==> src/rtl/alu_mem_sequencer.sv <==
// alu_mem_sequencer
//   Drives an external pipelined ALU and a single-port RAM through batches of
//   operations. Each op: load ALU inputs, wait EXEC_LAT cycles for the result,
//   write it to RAM, read it back, optionally compare, advance the address.
//
// Ports
//   clk, reset           : single clock, synchronous active-high reset
//   start, abort         : begin a batch (IDLE only) / kill the current batch
//   base_addr, op_count  : first RAM address and number of ops in the batch
//   verify_en            : enable readback compare in CHECK
//   alu_result           : external ALU result register
//   mem_rdata            : RAM read data, valid the cycle after a read
//   mem_CEB, mem_WEB     : RAM chip enable (active low), write enable (0=write)
//   mem_addr             : registered RAM address
//   input_ld, result_ld  : ALU input / result register load strobes
//   busy, done           : not-IDLE flag / one-cycle normal completion pulse
//   err, err_addr        : sticky readback mismatch flag / first failing address
//
// state | meaning
// IDLE  | waiting for start
// EXEC  | ALU computing, EXEC_LAT cycles, result_ld in the last one
// WRITE | RAM write of alu_result at mem_addr
// READ  | RAM read at the same mem_addr
// CHECK | compare readback, then next op or finish
// DONE  | one-cycle done pulse
module alu_mem_sequencer #(
    parameter int ADDR_W   = 8,
    parameter int DATA_W   = 8,
    parameter int EXEC_LAT = 2
) (
    input  logic              clk,
    input  logic              reset,
    input  logic              start,
    input  logic              abort,
    input  logic [ADDR_W-1:0] base_addr,
    input  logic [ADDR_W-1:0] op_count,
    input  logic              verify_en,
    input  logic [DATA_W-1:0] alu_result,
    input  logic [DATA_W-1:0] mem_rdata,
    output logic              mem_CEB,
    output logic              mem_WEB,
    output logic [ADDR_W-1:0] mem_addr,
    output logic              input_ld,
    output logic              result_ld,
    output logic              busy,
    output logic              done,
    output logic              err,
    output logic [ADDR_W-1:0] err_addr
);

    localparam int CNT_W = (EXEC_LAT > 1) ? $clog2(EXEC_LAT) : 1;
    localparam logic [CNT_W-1:0] CNT_LOAD = CNT_W'(EXEC_LAT - 1);

    typedef enum logic [2:0] {
        IDLE  = 3'd0,
        EXEC  = 3'd1,
        WRITE = 3'd2,
        READ  = 3'd3,
        CHECK = 3'd4,
        DONE  = 3'd5
    } state_t;

    state_t            state;
    state_t            state_next;
    logic [CNT_W-1:0]  exec_cnt;
    logic [ADDR_W-1:0] remaining;
    logic              accept;
    logic              more_ops;

    // abort in IDLE also blocks acceptance so input_ld and the transition agree
    assign accept   = (state == IDLE) && start && !abort;
    assign more_ops = (remaining > ADDR_W'(1));
    assign busy     = (state != IDLE);

    always_comb begin
        state_next = state;
        input_ld   = 1'b0;
        result_ld  = 1'b0;
        mem_CEB    = 1'b1;
        mem_WEB    = 1'b1;
        done       = 1'b0;
        case (state)
            IDLE: begin
                if (accept) begin
                    if (op_count != '0) begin
                        // operands are captured in the same cycle start is accepted
                        input_ld   = 1'b1;
                        state_next = EXEC;
                    end else begin
                        state_next = DONE;
                    end
                end
            end
            EXEC: begin
                if (exec_cnt == '0) begin
                    result_ld  = 1'b1;
                    state_next = WRITE;
                end
            end
            WRITE: begin
                mem_CEB    = 1'b0;
                mem_WEB    = 1'b0;
                state_next = READ;
            end
            READ: begin
                mem_CEB    = 1'b0;
                state_next = CHECK;
            end
            CHECK: begin
                if (more_ops) begin
                    input_ld   = 1'b1;
                    state_next = EXEC;
                end else begin
                    state_next = DONE;
                end
            end
            DONE: begin
                done       = 1'b1;
                state_next = IDLE;
            end
            default: state_next = IDLE;
        endcase

        if (abort) begin
            input_ld  = 1'b0;
            result_ld = 1'b0;
            mem_CEB   = 1'b1;
            done      = 1'b0;
            if (state != IDLE) begin
                state_next = IDLE;
            end
        end
    end

    always_ff @(posedge clk) begin
        if (reset) begin
            state     <= IDLE;
            exec_cnt  <= '0;
            remaining <= '0;
            mem_addr  <= '0;
            err       <= 1'b0;
            err_addr  <= '0;
        end else begin
            state <= state_next;
            if (!abort) begin
                case (state)
                    IDLE: begin
                        if (accept) begin
                            err      <= 1'b0;
                            err_addr <= '0;
                            if (op_count != '0) begin
                                mem_addr  <= base_addr;
                                remaining <= op_count;
                                exec_cnt  <= CNT_LOAD;
                            end
                        end
                    end
                    EXEC: begin
                        if (exec_cnt != '0) begin
                            exec_cnt <= exec_cnt - 1'b1;
                        end
                    end
                    CHECK: begin
                        if (verify_en && (mem_rdata != alu_result)) begin
                            err <= 1'b1;
                            if (!err) begin
                                err_addr <= mem_addr;
                            end
                        end
                        if (more_ops) begin
                            mem_addr  <= mem_addr + 1'b1;   // wraps modulo 2^ADDR_W
                            remaining <= remaining - 1'b1;
                            exec_cnt  <= CNT_LOAD;
                        end
                    end
                    default: ;
                endcase
            end
        end
    end

endmodule

==> config.mk <==
export PLATFORM = sky130hd
export DESIGN_NAME = alu_mem_sequencer
export DESIGN_NICKNAME = d
export VERILOG_FILES = /design/src/rtl/alu_mem_sequencer.sv
export SDC_FILE = /design/constraint.sdc
export NUM_CORES = 1
export LEC_CHECK = 0
export ABC_AREA = 1
export CAP_MARGIN = 20
export CORE_UTILIZATION = 29
export DETAILED_ROUTE_END_ITERATION = 8
export SYNTH_ARGS = -nofsm -noshare
export SYNTH_HDL_FRONTEND = slang
export SYNTH_SLANG_ARGS = --single-unit
==> constraint.sdc <==
create_clock -name clk -period 4.1 [get_ports clk]
set_input_delay 0.82 -clock clk [delete_from_list [all_inputs] [get_ports clk]]
set_output_delay 0.82 -clock clk [all_outputs]
set_load 0.01 [all_outputs]
==> results.tsv <==
metric	value	unit
most used cell, CP	clkdlybuf4s50_1	
post-synthesis async set-or-reset flop share	0	%
clk slew on worst S/H paths	0.06	ns
CP max stage delay	0.59	ns
crit-path max FO	23	
Area Overhead vs Synth	37.33	%
final worst path period share	85.56	%
Starting Density	30.23	%
crit-path cells	clkdlybuf4s50_1, inv_1, nand2_1, nor2_4, o21ai_2, nand2_4, clkdlybuf4s50_1	
Final #Nets	397	
Hold Crit Depth	2	
vias in the first global route	1843	
TNS Setup	0	ns
share of the synthesized area in the top cell type	30.07	%
slowest stage cell, crit path	clkdlybuf4s50_1	
Final Util	41.52	%
Reg2Reg Setup Slack	2.30	ns
port bufs	59	
Setup CP Type	input pin to output port	
share of cells above drive strength 1	8.101	%
NetSw	0.2163	mW
Hold Path Class	flip-flop to flip-flop	
Levels on crit path	7	
Syn Area/Cell	6.414	µm²
TritonCTS Buffers	5	
first-pass GRT wire length	8.556	mm
RSZ-0062 raised after global routing	false	
Detail Route Antenna Nets	0	
GRT Total Usage	14.96	%
YS warnings	0	
path depth of the worst reg2reg path	8	
Max VDD drop	0.1920	mV
capture point of the worst reg-to-reg path	remaining[0]	
via count	2023	
1st-iter DRT viols	62	
post-cts sizing count	0	
internal power	0.5911	mW
combinational power share	22.3	%
upper clock frequency limit	285.1	MHz
FF/Latch Area	580.6	µm²
Multi-input gate area	1126	µm²
mapped cell area	1931	µm²
Netlist cell types	38	
postcts setup bufs	0	
CP Capture Type	output port	
vias per cell	4.651	
most frequently used flop master after synthesis	dfxtp_1	
clock latency on the worst-skew pair	0.28	ns
status	completed	
Detailed Routing Iterations Pass 1	4	
Final Hold Violating Endpoints	0	
HPWL after detailed placement	3.722	mm
Ant. Diodes	0	
clk root buf	clkbuf_8	
Synth area leader	dfxtp_1	
Post-Syn Instances	301	
clock power share	38.5	%
Final setup viols	0	
Post-Syn Nets	341	
reg2reg start	state[0]	
initial antenna violation count	0	
clk sinks	29	
H-tree Lvls	2	
relative slew slack	53.07	%
Setup crit start kind	input pin	
Hold Buf Count CTS	0	
flops & latches, synth	29	
grt total ovfl	0	
clock period minus worst slack	3.508	ns
largest net degree at the start of global routing	35	
clock skew	0.004045	ns
crit-path leading delay family	buffers and inverters	
Die Ht	83.59	µm
fin. max-slew vios	0	
post-synthesis sequential area ratio	30.07	%
chip width	83.59	µm
Routability Congestion	0.8407	
hold endpoint	remaining[6]	
Lkg Pwr	1.143	nW
routed length per instance	11.52	µm
sequential share of power	39.2	%
CTS tree	done	
FILL cells	678	
CP arrival	2.69	ns
P per Cell Area	304.5	nW/µm²
Worst Tran Pin Value	0.7032	ns
hold path startpoint	remaining[6]	
max capacitance violation total	0	
Post-Route WL	5.013	mm
CP bufs+invs	3	
FP Rows	29	
Sw Share	26.79	%
I/O pin cnt	60	
Residual DRC	0	
Required @ worst endpoint	3.28	ns
Post-synth EDFFs	0	
clk buf depth	2	
Core Region	6386	µm²
largest cells by area after synthesis	dfxtp_1 30%, nand2_1 14%, nor2_1 11%	
die area	6987	µm²
==> state kept, by name, indices dropped and copies added (netlist names) <==
signal,flops
err_addr,8
state,3
mem_addr,8
remaining,8
err,1
exec_cnt,1
==> worst max-delay path by stage <==
| stage | start | endpoint | slack, ns |
|---|---|---|---|
| after floorplan | abort | input_ld | 1.80 |
| after global placement | abort | input_ld | 0.63 |
| after detailed placement | abort | input_ld | 0.60 |
| after CTS | abort | input_ld | 0.59 |
| after global routing | abort | input_ld | 0.51 |
| final | abort | input_ld | 0.59 |
==> layer usage <==
| metal | vias up | global-route usage [%] | routed length (µm) |
|---|---|---|---|
| met5 | - | 0 | 0 |
| met4 | 0 | 3.698 | 28 |
| met3 | 4 | 3.858 | 247 |
| met2 | 43 | 24.32 | 2306 |
| met1 | 904 | 19.73 | 2430 |
| li1 | 1072 | - | - |
==> worst reg2reg max path, delay by kind of cell (launching register included) <==
family / cells / cell delay [ns]
DFF: 1 / 0.37
AOI/OAI and AO/OA: 2 / 0.23
buffers and inverters: 1 / 0.15
and+or+nand+nor: 5 / 0.95
==> cell families (layout without fill, tap and decap cells) <==
family,count (synthesis),count (layout),synth area share (%)
simple gates,164,164,37.27
fa+ha+maj,3,3,1.944
buf+inv,47,104,11.60
xor+xnor,4,4,1.815
compound gates,54,54,17.30
flops,29,29,30.07
==> cells in the final DEF (no fill, tap or decap), types with 2 or more instances in the layout <==
master	instances
o21ai_0	17
xnor2_1	3
dfxtp_1	29
o21ai_1	7
nand2_1	73
nand3_1	14
a21oi_2	4
nand2_4	3
nand2_2	3
nand4_1	2
nor3_1	3
o211ai_1	4
nor2_4	2
clkdlybuf4s50_1	59
inv_2	2
ha_1	3
clkbuf_8	6
a21oi_1	13
inv_1	34
nand3b_1	5
nor2_1	55
o21ai_2	3
==> cell type report <==
cell class | count | area share, %
clock inverters | 1 | 1.133
repair buffers | 59 | 22.27
inverters | 37 | 5.333
multi-input cells | 225 | 42.47
flip-flops and latches | 29 | 21.90
clock buffers | 7 | 3.256
well taps | 77 | 3.634
==> stage by stage <==
| step | power (mW) | hold WS [ns] | cells | instance area, µm² | setup WS, ns |
|---|---|---|---|---|---|
| after floorplan | 0.4230 | 0.4471 | 301 | 1931 | 1.796 |
| after global placement | 0.5005 | 0.4603 | 427 | 2535 | 0.6343 |
| after detailed placement | 0.5028 | 0.4752 | 427 | 2535 | 0.5959 |
| after CTS | 0.8176 | 0.4842 | 435 | 2651 | 0.5891 |
| after global routing | 0.8534 | 0.4942 | 435 | 2651 | 0.5091 |
| final | 0.8074 | 0.4787 | 435 | 2651 | 0.5920 |
==> power by group through the flow <==
stage	sequential [mW]	combinational [mW]	clock, mW
2_1_floorplan	0.325	0.0976	0
3_3_place_gp	0.323	0.178	0
3_5_place_dp	0.322	0.180	0
4_1_cts	0.317	0.182	0.319
5_1_grt	0.319	0.203	0.332
6_report	0.316	0.180	0.311
==> cell usage after synthesis (2+ instances only) <==
master,count
buf_8,2
nand3b_1,5
a21oi_2,4
dfxtp_1,29
nand3_1,14
nand4_1,2
o21ai_0,17
buf_6,2
ha_1,3
inv_2,2
buf_2,2
o211ai_1,4
o21ai_2,3
nand2_2,3
nor2_4,2
nand2_1,73
nand2_4,3
clkbuf_1,2
a21oi_1,13
inv_1,34
nor2_1,55
xnor2_1,3
nor3_1,3
o21ai_1,7
Note: power is estimated with default switching activity, not from simulation.
